[config.mk]
export PLATFORM = sky130hd
export DESIGN_NAME = rs_syndrome_engine
export DESIGN_NICKNAME = d
export VERILOG_FILES = /design/src/rtl/rs_syndrome_engine.sv
export SDC_FILE = /design/constraint.sdc
export NUM_CORES = 1
export LEC_CHECK = 0
export BUFFER_PORTS_ARGS = -buffer_cell sky130_fd_sc_hd__buf_4
export CAP_MARGIN = 20
export CORE_UTILIZATION = 56
export CTS_CLUSTER_DIAMETER = 150
export DETAILED_ROUTE_END_ITERATION = 12
export PLACE_DENSITY = 0.81
export RECOVER_POWER = 50
export SYNTH_ARGS = -nofsm -noshare
export SYNTH_HDL_FRONTEND = slang
export SYNTH_SLANG_ARGS = --single-unit
export TNS_END_PERCENT = 50
[constraint.sdc]
create_clock -name clk -period 4.6 [get_ports clk]
set_clock_uncertainty 0.15 [all_clocks]
set_input_delay 0.23 -clock clk [delete_from_list [all_inputs] [get_ports clk]]
set_output_delay 0.23 -clock clk [all_outputs]
set_load 0.005 [all_outputs]
[src/rtl/rs_syndrome_engine.sv]
// rs_syndrome_engine: streaming Reed-Solomon syndrome generator over GF(2^M).
// Every syndrome S_j = r(alpha^(FIRST_ROOT+j)) is built in parallel by Horner's
// rule, one received symbol per accepted beat, highest-degree symbol first.
module rs_syndrome_engine #(
  parameter int unsigned M          = 3,
  parameter int unsigned N          = 7,
  parameter int unsigned NSYN       = 2,
  parameter int unsigned FIRST_ROOT = 1,
  parameter logic [M:0]  PRIM_POLY  = 4'b1011
) (
  input  logic                clk,
  input  logic                reset_n,
  input  logic                in_valid,
  output logic                in_ready,
  input  logic [M-1:0]        in_sym,
  input  logic                in_last,
  output logic                syn_valid,
  input  logic                syn_ready,
  output logic [NSYN*M-1:0]   syn,
  output logic                syn_zero,
  output logic                err_len
);

  localparam int unsigned CW = (N > 2) ? $clog2(N) : 1;
  localparam int unsigned SW = NSYN * M;
  localparam logic [CW-1:0] CNT_LAST = CW'(N - 1);

  typedef enum logic [1:0] {
    IDLE = 2'd0,
    ACC  = 2'd1,
    DONE = 2'd2
  } state_t;

  state_t        state;
  state_t        state_next;
  logic [CW-1:0] cnt;
  logic [SW-1:0] acc;
  logic [SW-1:0] acc_next;
  logic          beat;
  logic          last_cnt;
  logic          close;
  logic          release_syn;

  // Multiply by alpha (x) modulo the primitive polynomial.
  function automatic logic [M-1:0] gf_xtime(input logic [M-1:0] a);
    logic [M-1:0] r;
    r = a << 1;
    if (a[M-1]) r = r ^ PRIM_POLY[M-1:0];
    return r;
  endfunction

  // alpha^e, evaluated at elaboration for the constant root of each syndrome.
  function automatic logic [M-1:0] gf_pow(input int unsigned e);
    logic [M-1:0] r;
    r = M'(1);
    for (int unsigned i = 0; i < e; i++) r = gf_xtime(r);
    return r;
  endfunction

  // Shift-and-add GF product; with a constant k it reduces to an XOR network.
  function automatic logic [M-1:0] gf_mul(input logic [M-1:0] a, input logic [M-1:0] k);
    logic [M-1:0] p;
    logic [M-1:0] t;
    p = '0;
    t = a;
    for (int unsigned i = 0; i < M; i++) begin
      if (k[i]) p = p ^ t;
      t = gf_xtime(t);
    end
    return p;
  endfunction

  // One Horner step per syndrome: S_j * alpha^(b+j) + r_i.
  for (genvar j = 0; j < NSYN; j++) begin : g_syn
    localparam logic [M-1:0] ROOT = gf_pow(FIRST_ROOT + 32'(j));
    assign acc_next[j*M +: M] = gf_mul(acc[j*M +: M], ROOT) ^ in_sym;
  end

  // Handshake and frame-close decode.
  always_comb begin
    beat        = in_valid & in_ready;
    last_cnt    = (cnt == CNT_LAST);
    close       = beat & (in_last | last_cnt);
    release_syn = syn_valid & syn_ready;
  end

  // State register.
  always_ff @(posedge clk) begin
    if (!reset_n) state <= IDLE;
    else          state <= state_next;
  end

  // Next-state logic.
  always_comb begin
    state_next = state;
    case (state)
      IDLE:    state_next = ACC;
      ACC:     if (close) state_next = DONE;
      DONE:    if (syn_ready) state_next = ACC;
      default: state_next = IDLE;
    endcase
  end

  // Handshake outputs decoded from the state register only.
  always_comb begin
    in_ready  = 1'b0;
    syn_valid = 1'b0;
    case (state)
      ACC:     in_ready  = 1'b1;
      DONE:    syn_valid = 1'b1;
      default: ;
    endcase
  end

  // Accumulators and symbol counter; cleared when the result is taken.
  always_ff @(posedge clk) begin
    if (!reset_n) begin
      acc <= '0;
      cnt <= '0;
    end else if (release_syn) begin
      acc <= '0;
      cnt <= '0;
    end else if (beat) begin
      acc <= acc_next;
      cnt <= cnt + CW'(1);
    end
  end

  // Result registers, loaded only on the closing beat so they stay held in DONE.
  always_ff @(posedge clk) begin
    if (!reset_n) begin
      syn      <= '0;
      syn_zero <= 1'b0;
      err_len  <= 1'b0;
    end else if (close) begin
      syn      <= acc_next;
      syn_zero <= (acc_next == '0);
      err_len  <= in_last ^ last_cnt;
    end
  end

endmodule

Word level (Yosys, flattened, before mapping):

Cells that the tools add are included.
Widths: inputs -> output; s select.

* register bits: 19
* output and inout bits: 10

* add/subtract/negate cells: 1
* equality and inequality tests: 5
* muxes and demuxes: 8
* bitwise operators: 11
* reduce and logical (&&, ||, !) cells: 4

Operator list (number)
* $mux 2: 5
* $logic_not 6->1: 1
* $not 2->2: 3
* $pmux 2 s3: 1
* $xor 3x3->3: 2
* $ne 2x2->1 const B: 2
* $add 3x1->3 const B: 1
* $and 1x1->1: 3
* $eq 3x3->1 const B: 1
* $eq 2x1->1 const B: 1
* $eq 2x2->1 const B: 1
* $logic_not 2->1: 1
* $mux 1: 2
* $reduce_and 2->1: 1
* $reduce_or 2->1: 1
* $not 1->1: 1
* $or 1x1->1: 1
* $xor 1x1->1: 1

Depth between registers and ports, before layout:

Gate-level depths: netlist of the first run.

* word-level depth: 6
* depth in mapped cells: 10
* mapped depth without buffers: 8

Least setup slack after synthesis of the first run:

No wires, ideal clock.

* path kind: flip-flop to flip-flop
* start point: reg cnt[0]
* end point: reg syn_zero
* library setup time: 0.058 ns
* arrival time: 1.518 ns
* data required time: 4.392 ns
* path slack: 2.874 ns
* stages on the path, launching flop included: 11
* buffers on the path: 2
* cells stage by stage: dfxtp_1 > inv_1 > ha_1 > nand2_1 > ha_1 > and4bb_1 > buf_6 > buf_12 > nand4_4 > nor4_2 > o21a_1

* cells in the longest elaborated chain, start to end: 3

Ends and longest elaborated chain
* start: declaration: line 36 `logic [CW-1:0] cnt;`
* start signal: assignment: line 125 `cnt <= cnt + CW'(1);`
* $eq 3x3->1: line 82 `last_cnt = (cnt == CNT_LAST);`
* $or 1x1->1: line 83 `close = beat & (in_last | last_cnt);`
* $and 1x1->1: line 83
* end signal: assignment: line 137 `syn_zero <= (acc_next == '0);`
* end: declaration: line 20 `output logic syn_zero,`

No other way between the ends.
A chain may end at the register's enable or synchronous reset.

Worst setup path after layout of the first run:

Same ends and word-level chain as after synthesis.

==> results by group, run 1 <==
Run status
  • Status: completed

Yosys
  • Post-synth cell types: 25
  • Yosys warns: 0
  • Post-Synth Simple-Gate Area: 20.2%
  • Main combinational cell family by area after synthesis: simple AND/OR/NAND/NOR gates
  • Mean Syn Cell Area: 10.3 um^2
  • Post-Synth XOR/XNOR Area: 11.7%
  • Cells after Synth: 87
  • Net Count, Synth: 98
  • Top-area cell type share of the netlist area: 42.4%
  • Synth area leaders: dfxtp_1 42%, xnor2_1 11%, mux2i_1 6.7%, ha_1 4.2%, nor2_1 3.8%
  • Mux cell area share after synthesis: 6.69%
  • Synthesized cell area: 897 um^2
  • Synth Area in Adders: 4.18%
  • Area leader, netlist: dfxtp_1
  • Compound-Gate Fraction of Synth Area: 9.07%
  • Sequential area share after synthesis: 42.4%
  • FF+latch count, synth: 19

Setup path
  • Crit path kind: reg -> reg
  • Slowest-stage cell, CP: and4bb_1
  • R2R cell count: 7
  • CP Launch Type: flop
  • Critical Path RT: 4.65 ns
  • Crit-path cells: inv_1 -> ha_1 -> nand2_1 -> ha_1 -> and4bb_1 -> and2b_2 -> o21a_1
  • Worst r2r dst: syn_zero
  • CP peak stage delay: 0.64 ns
  • Reg2reg start: cnt[0]
  • CP most frequent cell: ha_1
  • CP arrival: 2.18 ns
  • Worst Path Max Fanout: 14
  • Worst Setup End Kind: flop
  • R2R setup slack: 2.48 ns

Min path
  • Min-Delay Path Depth: 2
  • Hold Path Sink: state[1]
  • Worst Hold Class: in -> reg
  • HP Start: reset_n

Global routing
  • First-pass GRT wire length: 2570 um
  • Global Route Usage Sum: 19.7%
  • GRT Residual Overflow: 0
  • Largest net degree at the start of global routing: 15
  • Vias in the first global route: 615
  • Antenna violations before repair: 0

Clock network
  • Resized Gates After CTS: 0
  • Clk_lat worst skew: 0.30 ns
  • CTS max path bufs: 2
  • Root buffer cell: clkbuf_4
  • CTS buffer count: 3
  • Clock H-tree levels: 1
  • Num Clock Sinks: 19
  • Post-CTS Setup Bufs: 0
  • Clock slew at reported path FFs: 0.11 ns
  • Post-CTS Hold Fix Bufs: 0
  • TritonCTS clock tree: built

Timing
  • Worst-margin pin slew: 0.577 ns
  • Endpoints failing setup: 0
  • Final period utilization: 46.2%
  • Final slew viol count: 0
  • Max frequency: 0.471 GHz
  • Final hold vios: 0
  • Unrepaired setup endpoints after global routing: no
  • Setup TNS: 0 ns
  • Slew HR: 61.6%
  • Final worst path period need: 2.12 ns

Detailed routing
  • Drt wl/cell: 11.9 um
  • Post-DR vias/cell: 5.40
  • Drt total wl: 1430 um
  • DRT Pass-1 Iters: 3
  • Iter 0 DRT Violations: 7
  • Total number of vias: 648
  • DRC Markers: 0
  • Post-DRT Antenna Nets: 0

Die
  • Row count: 14
  • Die span in y: 42.0 um
  • IO Pins: 18
  • Die width: 42.0 um
  • Core ar.: 1510 um^2
  • Full die area: 1770 um^2
  • Initial core utilization: 59.6%

Power and ir drop
  • PwrDens: 314 nW/um^2
  • Peak VDD IR: 199 uV
  • Leakage: 0.000431 uW

Cells and area
  • Most common cell after layout, fill and taps aside: dfxtp_1
  • Cell area after layout: 1030 um^2
  • Layout area overhead: 14.9%
  • # nets final: 116
  • Commonest cells after routing, fill and taps aside: 19 x dfxtp_1, 13 x clkbuf_4, 11 x xnor2_1, 9 x nor2_1, 7 x buf_4
  • N_diodes: 0
  • Share of layout cells above drive strength 1: 24.0%

Place
  • GPL Wtd Cong: 0.706
  • IO buf count: 17
  • Half-perimeter wire length after placement: 1070 um
  • Post-place instance area: 1000 um^2

Flow run
  • Max-cap violations: 0
[metal layers]
layer | wire (um) | global-route usage [%]
met1 | 647 | 24.0
met2 | 672 | 31.3
met3 | 68 | 5.17
met4 | 41 | 11.3
met5 | 0 | 0
[power breakdown]
| part | total (uW) | switching [uW] | internal (uW) | leakage, uW |
|---|---|---|---|---|
| clock network | 85.4 | 51.6 | 33.8 | 0.0000150 |
| logic | 57.0 | 28.6 | 28.4 | 0.000261 |
| registers | 181 | 7.19 | 174 | 0.000155 |
| total | 324 | 87.4 | 236 | 0.000431 |
[synth_stat cells]
master    number
nor2b_1        5
nor2_1         9
xor2_1         1
ha_1           3
and4bb_1       1
nand2_1        6
buf_12         1
clkbuf_1       1
nand4_4        1
o21a_1         2
a21oi_1        1
and3b_1        1
dfxtp_1       19
xnor2_1       11
o211a_1        2
nor4_2         1
o21ai_0        1
a211oi_1       4
o22ai_1        1
buf_2          1
mux2i_1        6
and2b_2        3
inv_1          3
buf_6          1
and2_1         2
[cells by family after synthesis]
logic type               after synthesis
adder cells (fa/ha/maj)                3
flip-flops                            19
XOR/XNOR                              12
AND/OR/NAND/NOR                       29
multiplexers                           6
AO/OA/AOI/OAI                         11
buffers and inverters                  7
[worst max-delay path by stage]
stage            from        to  slack [ns]  cells past startpoint
2_1_floorplan  cnt[0]  syn_zero        2.87                     10
3_3_place_gp   cnt[0]  syn_zero        2.52                      7
3_5_place_dp   cnt[0]  syn_zero        2.48                      7
4_1_cts        cnt[0]  syn_zero        2.46                      7
5_1_grt        cnt[0]  syn_zero        2.37                      7
6_report       cnt[0]  syn_zero        2.48                      7
[final cells by class]
cell class | count | area (um^2)
Clock buffer | 4 | 26.3
Fill cell | 122 | 475
Inverter | 3 | 11.3
Multi-Input combinational cell | 61 | 465
Sequential cell | 19 | 380
Tap cell | 16 | 20.0
Timing Repair Buffer | 17 | 128
[state kept, by name (all words and copies together), names as in the netlist]
name,cells
acc,6
syn,6
cnt,3
state,2
err_len,1
syn_zero,1
[stage by stage]
step	util [%]	worst slack (ns)	std cells	hold slack, ns	total power, uW
2_1_floorplan	-	2.87	87	0.329	227
3_3_place_gp	66.7	2.52	116	0.341	242
3_5_place_dp	66.7	2.48	116	0.342	243
4_1_cts	68.4	2.46	120	0.0584	328
5_1_grt	68.4	2.37	120	0.0570	341
6_report	68.4	2.48	120	0.0662	324
[worst max-delay path: cells and delay by family, from the launching register on]
kind	cells	cell delay (ns)
AND/OR/NAND/NOR	3	0.97
adder cells (fa/ha/maj)	2	0.31
flip-flops	1	0.35
buffers and inverters	1	0.07
AO/OA/AOI/OAI	1	0.17
Note: power is estimated with default switching activity, not from simulation.
==> inputs of run 2 (changes only) <==
CORE_UTILIZATION = 52   (was 56)
PLACE_DENSITY = 0.76   (was 0.81)
clock period = 2 ns   (was 4.6 ns; I/O delays follow)
==> run 2 against run 1 <==
Clock power rose by 130%. Worst setup slack got worse by 2.3 ns. First-iteration DRC count rose by 29%. Final area rose by 2.4%. Largest power group unchanged. Critical path depth rose by 2. Register-to-register slack got worse by 2.3 ns. Highest routed layer unchanged. Via count fell by 2.5%. Final cell count rose by 2.5%. Total power rose by 130%. Count of clock-buffer cells in the layout did not move. Routed wire length rose by 5.4%. Fmax rose by 17%. The flow now finishes with violations (design-rule violations).
==> results by group, run 2 (same netlist as run 1, synthesis figures left out) <==
Run status
  • Status: complete, but fails checks
  • Failing checks: design-rule violations

Setup path
  • Worst r2r dst: syn_zero
  • Worst Path Max Fanout: 7 (-7)
  • R2R setup slack: 0.19 ns (-2.29 ns)
  • Crit-path cells: inv_1 -> ha_1 -> nand2_1 -> ha_1 -> and4bb_1 -> buf_4 -> nand4_4 -> nor4_2 -> o21a_1
  • CP peak stage delay: 0.35 ns (-0.29 ns)
  • Critical Path RT: 2.10 ns (-2.55 ns)
  • CP arrival: 1.92 ns (-0.26 ns)
  • CP Launch Type: flop
  • Reg2reg start: cnt[0]
  • Worst Setup End Kind: flop
  • Crit path from: cnt[0]
  • Crit-path leading delay family: simple AND/OR/NAND/NOR gates
  • Slowest-stage cell, CP: dfxtp_1
  • CP most frequent cell: ha_1
  • Crit path kind: reg -> reg
  • R2R cell count: 9 (+2)
  • Critical path endpoint: syn_zero
  • CP bufs+invs: 2 (+1)
  • Crit path depth: 9 (+2)

Global routing
  • Global Route Usage Sum: 19.5% (-0.15 points)
  • Vias in the first global route: 603 (-2.0%)
  • GRT Residual Overflow: 0 (unchanged)
  • Largest net degree at the start of global routing: 14 (-1)
  • First-pass GRT wire length: 2610 um (+1.4%)
  • Antenna violations before repair: 0 (unchanged)

Power and ir drop
  • Switching Fraction: 27.0% (-0.035 points)
  • Total power: 749 uW (+130%)
  • Part of the power in combinational logic: 18.3% (+0.7 points)
  • Leakage: 0.000446 uW (+3.4%)
  • Peak VDD IR: 440 uV (+120%)
  • Sw power: 202 uW (+130%)
  • Sequential Power Share: 55.8% (-0.2 points)
  • PwrDens: 710 nW/um^2 (+130%)
  • Clock power frac: 25.9% (-0.5 points)
  • Cell-internal power: 547 uW (+130%)

Cells and area
  • Share of layout cells above drive strength 1: 25.2% (+1.2 points)
  • Top Registers: acc x6, syn x6, cnt x3
  • Layout Cells excl Fill: 123 (+2.5%)
  • Cell area after layout: 1060 um^2 (+2.4%)
  • Layout area overhead: 17.7%
  • # nets final: 119 (+2.6%)
  • N_diodes: 0 (unchanged)
  • Commonest cells after routing, fill and taps aside: 19 x dfxtp_1, 13 x clkbuf_4, 11 x xnor2_1, 9 x nor2_1, 9 x buf_4
  • Most common cell after layout, fill and taps aside: dfxtp_1

Timing
  • Final period utilization: 90.5% (+44 points)
  • Setup TNS: 0 ns (unchanged)
  • Max frequency: 0.552 GHz (+17%)
  • Hold WS: 0.0545 ns (-0.0116 ns)
  • Endpoints failing setup: 0 (unchanged)
  • Final worst path period need: 1.81 ns (-0.314 ns)
  • Worst-margin pin slew: 0.489 ns (-0.0877 ns)
  • Unrepaired setup endpoints after global routing: no
  • Slew HR: 67.4% (+5.8 points)
  • Final slew viol count: 0 (unchanged)
  • Final hold vios: 0 (unchanged)

Detailed routing
  • Post-DR vias/cell: 5.14 (-4.8%)
  • Post-DRT Antenna Nets: 0 (unchanged)
  • DRT Pass-1 Iters: 7 (+4)
  • Iter 0 DRT Violations: 9 (+2)
  • DRC Markers: 6 (+6)
  • Drt total wl: 1510 um (+5.4%)
  • Total number of vias: 632 (-2.5%)
  • Drt wl/cell: 12.2 um (+2.8%)

Die
  • IO Pins: 18 (unchanged)
  • Die span in y: 43.5 um (+3.6%)
  • Die width: 43.5 um (+3.6%)
  • Core ar.: 1560 um^2 (+3.5%)
  • Row count: 14 (unchanged)
  • Full die area: 1900 um^2 (+7.3%)
  • Initial core utilization: 57.5% (-2.0 points)

Clock network
  • Clock H-tree levels: 1 (unchanged)
  • TritonCTS clock tree: built
  • CTS buffer count: 3 (unchanged)
  • CTS max path bufs: 2 (unchanged)
  • Root buffer cell: clkbuf_4
  • Post-CTS Setup Bufs: 0 (unchanged)
  • Post-CTS Hold Fix Bufs: 1 (+1)
  • Clock slew at reported path FFs: 0.10 ns (about the same)
  • Resized Gates After CTS: 0 (unchanged)
  • Clk_lat worst skew: 0.30 ns (about the same)
  • Num Clock Sinks: 19 (unchanged)

Place
  • IO buf count: 17 (unchanged)
  • Dpl cells: 118 (+1.7%)
  • Post-place instance area: 1020 um^2 (+1.5%)
  • Half-perimeter wire length after placement: 1100 um (+2.5%)
  • GPL Wtd Cong: 0.750 (+6.2%)

Min path
  • Worst Hold Class: in -> reg

Flow run
  • Max-cap violations: 0 (unchanged)
-- run 2: cell types whose count changed in the layout (fill, tap and decap cells not counted), sizes merged --
cell         change
buf              +2
dlygate4sd3      +1
-- run 2: worst min-delay path by stage --
| stage | startpoint | endpoint | slack (ns) | cells past startpoint |
|---|---|---|---|---|
| global route | syn_ready | state[1] | 0.08 | 4 |
| floorplan | syn_ready | state[1] | 0.22 | 3 |
| global placement | reset_n | state[1] | 0.24 | 2 |
| CTS | syn_ready | state[1] | 0.05 | 4 |
| detailed placement | reset_n | syn_zero | 0.24 | 2 |
| finish | syn_ready | state[1] | 0.05 | 4 |
-- run 2: layout make-up --
cell class	count	area, um^2
clock buffer	4	26.3
fill	139	503
inverter	3	11.3
multi-input combinational	61	465
sequential	19	380
tap	16	20.0
timing repair buffer	20	153
-- run 2: through the flow --
stage	setup slack [ns]	util [%]
floorplan	0.274	-
global placement	0.278	65.4
detailed placement	0.222	65.4
CTS	0.181	67.7
global route	0.0402	67.7
finish	0.189	67.7
-- run 2: routing by layer --
layer | GRT usage [%] | up-vias | wire [um] | share of wire (%)
met1 | 24.3 | 276 | 703 | 47
li1 | - | 331 | - | -
met5 | 0 | - | 0 | 0
met3 | 5.00 | 7 | 74 | 4.9
met4 | 13.1 | 0 | 65 | 4.3
met2 | 29.7 | 18 | 663 | 44
-- run 2: power groups by stage --
stage	Clock [uW]	Combinational, uW	Sequential, uW
3_5_place_dp	0	137	427
2_1_floorplan	0	97.1	424
5_1_grt	221	151	421
6_report	194	137	418
4_1_cts	205	139	418
3_3_place_gp	0	135	425
-- run 2: tightest hold or removal path: stages --
cell and delay (ns):
buf_4 0.11, inv_1 0.05, and2_1 0.12, o21a_1 0.10
==> inputs of run 3 (changes only) <==
PLACE_DENSITY = unset   (was 0.76)
PLACE_DENSITY_LB_ADDON = 0.1   (was unset)
==> run 3 against run 2 <==
Critical endpoint is now syn[4]. Final cell count rose by 0.81%. Sequential power barely moved. Clock power barely moved. Critical path type unchanged. The run still ends with design-rule violations left. Combinational power barely moved. Core utilization rose by 0.56 points.
==> results by group, run 3 (same netlist as run 1, synthesis figures left out) <==
Cells and area
  • # nets final: 120 (+0.84%)
  • Fill cells: 133 (-4.3%)
  • N_diodes: 0 (unchanged)
  • Share of layout cells above drive strength 1: 26.9% (+1.6 points)
  • Commonest cells after routing, fill and taps aside: 19 x dfxtp_1, 13 x clkbuf_4, 11 x xnor2_1, 10 x buf_4, 9 x nor2_1
  • Top Registers: acc x6, syn x6, cnt x3
  • Layout area overhead: 18.7%
  • Most common cell after layout, fill and taps aside: dfxtp_1

Timing
  • Final worst path period need: 1.86 ns (+0.0459 ns)
  • Hold WS: 0.0437 ns (-0.0109 ns)
  • Final slew viol count: 0 (unchanged)
  • Final hold vios: 0 (unchanged)
  • Endpoints failing setup: 0 (unchanged)
  • Slew HR: 68.5% (+1.1 points)
  • Unrepaired setup endpoints after global routing: no
  • Max frequency: 0.539 GHz (-2.5%)
  • Worst-margin pin slew: 0.469 ns (-0.0196 ns)
  • Final period utilization: 92.8% (+2.3 points)
  • Setup TNS: 0 ns (unchanged)

Setup path
  • Worst Setup End Kind: flop
  • Crit-path leading delay family: simple AND/OR/NAND/NOR gates
  • Slowest-stage cell, CP: and4bb_1
  • Crit-path cells: inv_1 -> ha_1 -> nand2_1 -> ha_1 -> and4bb_1 -> buf_4 -> mux2i_1 -> nor2b_1
  • Worst r2r dst: syn[4]
  • Reg2reg start: cnt[0]
  • Crit path kind: reg -> reg
  • Worst Path Max Fanout: 9 (+2)
  • CP most frequent cell: ha_1
  • R2R setup slack: 0.14 ns (-0.05 ns)
  • Crit path depth: 8 (-1)
  • Critical Path RT: 2.05 ns (-0.05 ns)
  • CP Launch Type: flop
  • Crit path from: cnt[0]
  • R2R cell count: 8 (-1)
  • CP bufs+invs: 2 (unchanged)
  • CP peak stage delay: 0.37 ns (+0.02 ns)
  • Critical path endpoint: syn[4]
  • CP arrival: 1.91 ns (about the same)

Die
  • Full die area: 1900 um^2 (unchanged)
  • Core ar.: 1560 um^2 (unchanged)
  • Initial core utilization: 57.5% (unchanged)
  • Die span in y: 43.5 um (unchanged)
  • Row count: 14 (unchanged)
  • Die width: 43.5 um (unchanged)
  • IO Pins: 18 (unchanged)

Clock network
  • Post-CTS Hold Fix Bufs: 1 (unchanged)
  • CTS max path bufs: 2 (unchanged)
  • Root buffer cell: clkbuf_4
  • Post-CTS Setup Bufs: 0 (unchanged)
  • Num Clock Sinks: 19 (unchanged)
  • Clk_lat worst skew: 0.30 ns (about the same)
  • Clock slew at reported path FFs: 0.11 ns (about the same)
  • Resized Gates After CTS: 0 (unchanged)
  • Clock H-tree levels: 1 (unchanged)
  • TritonCTS clock tree: built
  • CTS buffer count: 3 (unchanged)

Detailed routing
  • Total number of vias: 629 (-0.47%)
  • Post-DRT Antenna Nets: 0 (unchanged)
  • Iter 0 DRT Violations: 5 (-4)
  • Drt wl/cell: 12.7 um (+3.6%)
  • Post-DR vias/cell: 5.07 (-1.3%)
  • Drt total wl: 1570 um (+4.4%)
  • DRC Markers: 4 (-2)
  • DRT Pass-1 Iters: 8 (+1)

Min path
  • HP Start: syn_ready
  • Worst Hold Class: in -> reg

Place
  • GPL Wtd Cong: 0.702 (-6.4%)
  • IO buf count: 17 (unchanged)
  • Half-perimeter wire length after placement: 1170 um (+6.7%)

Run status
  • Status: complete, but fails checks
  • Failing checks: design-rule violations

Global routing
  • First-pass GRT wire length: 2550 um (-2.1%)
  • Largest net degree at the start of global routing: 12 (-2)
  • Vias in the first global route: 575 (-4.6%)
  • Global Route Usage Sum: 18.6% (-0.92 points)
  • GRT Residual Overflow: 0 (unchanged)
  • Antenna violations before repair: 0 (unchanged)

Power and ir drop
  • Leakage: 0.000454 uW (+1.8%)
  • Total power: 754 uW (+0.62%)
  • PwrDens: 708 nW/um^2 (-0.21%)
  • Peak VDD IR: 510 uV (+16%)

Flow run
  • Max-cap violations: 0 (unchanged)
[run 3: through the flow]
| step | cell area, um^2 | util (%) | instances | setup slack, ns |
|---|---|---|---|---|
| finish | 1060 | 68.3 | 124 | 0.143 |
| global route | 1060 | 68.3 | 124 | 0.00546 |
| CTS | 1060 | 68.3 | 124 | 0.134 |
| detailed placement | 1030 | 65.9 | 119 | 0.144 |
| global placement | 1030 | 65.9 | 119 | 0.212 |
| floorplan | 897 | - | 87 | 0.274 |
[run 3: per-layer routing]
metal  up-vias  track usage [%]  part of all wire (%)
li1        333                -                     -
met1       277             25.5                    52
met2        15             27.9                    43
met3         4             3.75                   3.4
met4         0             9.38                   2.1
met5         -                0                     0
[run 3: cell type report]
| class | instances | area, um^2 | share of cell area [%] |
|---|---|---|---|
| multi-input combinational | 61 | 465 | 43.7 |
| sequential | 19 | 380 | 35.7 |
| timing repair buffer | 21 | 160 | 15.0 |
| clock buffer | 3 | 22.5 | 2.12 |
| tap | 16 | 20.0 | 1.88 |
| inverter | 3 | 11.3 | 1.06 |
| clock inverter | 1 | 5.00 | 0.470 |
[run 3: worst min path at each step]
stage / endpoint / slack, ns / cells after the start
after floorplan: state[1] / 0.22 / 3
after global placement: state[1] / 0.24 / 2
after detailed placement: state[1] / 0.24 / 2
after CTS: state[0] / 0.05 / 4
after global routing: state[1] / 0.09 / 4
final: state[0] / 0.04 / 4
[run 3: report_power, final]
group / leakage, uW / internal (uW) / switching, uW
Combinational: 0.000281 / 70.2 / 69.2
Sequential: 0.000155 / 401 / 17.8
Clock: 0.0000177 / 74.5 / 121
[run 3: tightest hold or removal path: stages]
cell and delay, ns:
buf_4 0.08, inv_1 0.04, o22ai_1 0.12, and2_1 0.13
